==> config.mk <==
export PLATFORM = sky130hd
export DESIGN_NAME = ux607_reset_seq_sync
export DESIGN_NICKNAME = d
export VERILOG_FILES = /design/src/rtl/ux607_reset_seq_sync.sv
export SDC_FILE = /design/constraint.sdc
export NUM_CORES = 1
export LEC_CHECK = 0
export ABC_AREA = 1
export CAP_MARGIN = 20
export CORE_MARGIN = 4
export CORE_UTILIZATION = 35
export DETAILED_ROUTE_END_ITERATION = 10
export SLEW_MARGIN = 10
export SYNTH_ARGS = -nofsm -noshare
export SYNTH_HDL_FRONTEND = slang
export SYNTH_SLANG_ARGS = --single-unit
==> constraint.sdc <==
create_clock -name clock -period 4.6 [get_ports clock]
set_input_delay 0.46 -clock clock [delete_from_list [all_inputs] [get_ports clock]]
set_output_delay 0.46 -clock clock [all_outputs]
set_load 0.01 [all_outputs]
==> src/rtl/ux607_reset_seq_sync.sv <==
// rtl/ux607_reset_seq_sync.sv - reset release synchroniser with stretched, staggered per-channel release
module ux607_reset_seq_sync #(
  parameter int SYNC_DEPTH     = 3,
  parameter int NUM_CH         = 4,
  parameter int STRETCH_CYCLES = 16,
  parameter int STAGGER_CYCLES = 4
) (
  input  logic              clock,
  input  logic              reset_n,
  input  logic              test_mode,
  input  logic              sw_reset_req,
  input  logic [NUM_CH-1:0] ch_hold,
  output logic [NUM_CH-1:0] sync_reset_n,
  output logic              seq_done
);

  localparam int MAX_CYC = (STRETCH_CYCLES > STAGGER_CYCLES) ? STRETCH_CYCLES : STAGGER_CYCLES;
  localparam int CW      = (MAX_CYC > 1) ? $clog2(MAX_CYC) : 1;
  localparam int IW      = $clog2(NUM_CH + 1);

  localparam logic [CW-1:0] STRETCH_LAST = CW'(STRETCH_CYCLES - 1);
  localparam logic [CW-1:0] STAGGER_LAST = CW'(STAGGER_CYCLES - 1);
  localparam logic [IW-1:0] IDX_END      = IW'(NUM_CH);

  typedef enum logic [1:0] {
    ASSERT  = 2'd0,
    STRETCH = 2'd1,
    RELEASE = 2'd2,
    DONE    = 2'd3
  } state_t;

  state_t            state;
  logic [SYNC_DEPTH-1:0] sync_q;
  logic [CW-1:0]     cnt;
  logic [IW-1:0]     idx;
  logic [NUM_CH-1:0] rst_q;
  logic              done_q;
  logic [NUM_CH-1:0] ch_sel;
  logic              sync_rel;

  assign sync_rel = sync_q[SYNC_DEPTH-1];
  // One-hot select of the channel currently due, avoids indexing with the wider idx.
  assign ch_sel   = NUM_CH'(1) << idx;

  always_ff @(posedge clock or negedge reset_n) begin
    if (!reset_n) begin
      sync_q <= '0;
    end else begin
      sync_q <= {sync_q[SYNC_DEPTH-2:0], 1'b1};
    end
  end

  always_ff @(posedge clock or negedge reset_n) begin
    if (!reset_n) begin
      state  <= ASSERT;
      cnt    <= '0;
      idx    <= '0;
      rst_q  <= '0;
      done_q <= 1'b0;
    end else begin
      case (state)
        ASSERT: begin
          if (sync_rel) begin
            state <= STRETCH;
            cnt   <= '0;
          end
        end
        STRETCH: begin
          if (cnt == STRETCH_LAST) begin
            state    <= RELEASE;
            rst_q[0] <= 1'b1;
            idx      <= IW'(1);
            cnt      <= '0;
          end else begin
            cnt <= cnt + CW'(1);
          end
        end
        RELEASE: begin
          if (idx == IDX_END) begin
            state  <= DONE;
            done_q <= 1'b1;
          end else if (cnt == STAGGER_LAST) begin
            // Held channel waits here with the counter parked at its last value.
            if (!(|(ch_hold & ch_sel))) begin
              rst_q <= rst_q | ch_sel;
              idx   <= idx + IW'(1);
              cnt   <= '0;
            end
          end else begin
            cnt <= cnt + CW'(1);
          end
        end
        DONE: begin
          if (sw_reset_req) begin
            state  <= STRETCH;
            cnt    <= '0;
            idx    <= '0;
            rst_q  <= '0;
            done_q <= 1'b0;
          end
        end
        default: state <= ASSERT;
      endcase
    end
  end

  assign sync_reset_n = test_mode ? {NUM_CH{reset_n}} : rst_q;
  assign seq_done     = test_mode ? reset_n : done_q;

endmodule

==> results.cfg <==
[run_status]
status = completed

[die]
core-area_um2 = 3150
ios = 13
die_h_um = 66.5
rows = 20
start_util = 0.380
die_w_um = 66.5
die_area_um2 = 4420

[clock_tree]
clock_path_buffers = 2
cts_resized = 0
cts_root_buf = clkbuf_4
postCtsSetupBuffers = 0
htree_levels = 1
cts_inserted_buffers = 3
tritoncts = built
clock_sinks = 17
clk_latency_ns = 0.29
cts_hold_buf = 0
clkTransAtPathRegs_ns = 0.10

[setup_path]
r2r_end = rst_q[2]$_DFFE_PN0P_
cp-endpoint = sync_reset_n[2]
cp_top_family = buffers and inverters
cpMostUsedCell = clkdlybuf4s50_1
r2r-start = state[0]$_DFFE_PN0P_
critPathArrivalTime_ns = 1.97
cp.depth = 5
startpoint = reset_n
ff2ff_setup_slack_ns = 2.81
cp_num_buf_inv = 3
critPathMaxFanout = 18
ff2ff_path_depth = 8
cp_slowest_cell = clkdlybuf4s50_1
critical_path_class = in -> out
max_stage_delay_ns = 0.56
critPathLaunchType = input port
end_kind = output pin
cp_cell_sequence = clkdlybuf4s50_1, buf_4, nand2_1, o21ai_0, clkdlybuf4s50_1
cp_data_required_time_ns = 4.14

[grt]
grt_usage = 0.123
grt_pass1_vias = 987
grt_max_degree = 19
grt_pass1_wl_mm = 4.25
grt_overflow = 0
antenna_found_initial = 0

[detailed_routing]
dr.first_iter.drc_count = 52
antenna_left = 0
dr.pass1.iters = 4
finalWirelength_mm = 2.40
drcViolationCount = 0
avgViaCountPerCell = 4.71
wl_per_cell_um = 11.3
dr_total_vias = 1004

[timing]
worstMarginPinSlew_ns = 0.535
timing.final.crit_share = 0.529
setup_slack_ns = 2.17
fin_setup_tns_ns = 0
min_period_ns = 2.43
setup_viol = 0
hold_viol = 0
rsz0062_at_grt = no
maxSlewHeadroom = 0.643
max_freq_mhz = 411
skew_ns = 0.00505
drv_slew = 0

[final_layout]
multi_input_comb_area_um2 = 678
drive_gt1_frac = 0.160
fillers = 352
ff_latch_area_um2 = 425
areaGrowthSynthToFinish_pct = 16.6
antenna_cells = 0
final_nets = 189

[pwr]
p_leak_uw = 0.000712
p_per_area_nw_per_um2 = 572
irDropWorstVdd_uv = 269

[worst_hold_path]
holdCritStartpoint = sync_q[1]$_DFF_PN0_
hold_class = reg -> reg

[placed_design]
hpwl_mm = 1.96
detailedPlace.worstSlack_ns = 2.14
place.gp.congestion = 0.839
portBuffers = 12

[yosys]
synthCells = 153
yosysMostFrequentCell = nand2_1
synthTopCellsByArea = dfrtp_1, nand2_1, ha_1
synth_commonest_cells = nand2_1, dfrtp_1, inv_1
netlist.area_leader.share = 0.355
async_reset_ff_frac = 1.00
synth_top_flop_cell = dfrtp_1
netlist.top_cell.by_area = dfrtp_1
synth_area_um2 = 1200
synth_edf_count = 0
ys_ff_latch = 17
avgSynthCellArea_um2 = 7.83
yosysUniqueCellTypes = 25
ys_seq_area_frac = 0.355
syn_nets = 172
ys.warnings.count = 0

[flow_run]
drv_cap = 0
[cells by family (layout without fill, tap and decap cells)]
kind of cell,after synthesis,in the layout,synth area share
AND/OR/NAND/NOR,82,82,0.343
buffers and inverters,22,38,0.0793
AO/OA/AOI/OAI,18,18,0.0898
flip-flops,17,17,0.355
adder cells (fa/ha/maj),11,11,0.115
XOR/XNOR,2,2,0.0146
other,1,1,0.00313
[cells in the final DEF, fill, tap and decap left out, drive strengths merged, types with 2 or more instances in the layout]
master          n
xor2            2
o21ai          11
nand4           7
clkbuf          3
nand2          51
inv            21
clkdlybuf4s50  12
nor2            9
nand3          14
a21oi           6
ha             11
dfrtp          17
[worst min path at each step]
stage / end / slack, ns / cells past startpoint
after floorplan: cnt[0]$_DFFE_PN0P_ / 0.16 / 0
after global placement: sync_q[1]$_DFF_PN0_ / 0.33 / 0
after detailed placement: sync_q[2]$_DFF_PN0_ / 0.34 / 0
after CTS: sync_q[2]$_DFF_PN0_ / 0.37 / 0
after global routing: sync_q[2]$_DFF_PN0_ / 0.37 / 0
final: sync_q[2]$_DFF_PN0_ / 0.36 / 0
[layout make-up]
cell class,instances,area share
clock buffer,3,0.0161
clock inverter,1,0.00358
inverter,21,0.0600
multi-input combinational,114,0.485
sequential,17,0.304
tap,44,0.0394
timing repair buffer,13,0.0913
[metal layers]
| layer | vias to the layer above | GRT usage | wire (um) |
|---|---|---|---|
| li1 | 521 | - | - |
| met1 | 466 | 0.157 | 1200 |
| met2 | 15 | 0.213 | 1100 |
| met3 | 2 | 0.0371 | 89 |
| met4 | 0 | 0.00761 | 10 |
| met5 | - | 0 | 0 |
[registers in the layout (all words and copies together) (netlist names)]
name,count
cnt,4
done_q,1
idx,3
rst_q,4
state,2
sync_q,3
[power breakdown]
| group | switching (uW) | internal, uW | leakage (uW) |
|---|---|---|---|
| sequential | 38.6 | 195 | 0.000216 |
| combinational | 302 | 184 | 0.000478 |
| clock | 47.7 | 32.3 | 0.0000177 |
[stage by stage]
step	area [um2]	hold WS (ns)	util	power, uW	std cells
finish	1400	0.363	0.443	800	213
global route	1400	0.370	0.443	886	213
CTS	1400	0.366	0.443	809	213
detailed placement	1370	0.339	0.435	728	209
global placement	1370	0.334	0.435	719	209
floorplan	1200	0.164	-	617	153
Power figures use the tool's default switching activity.
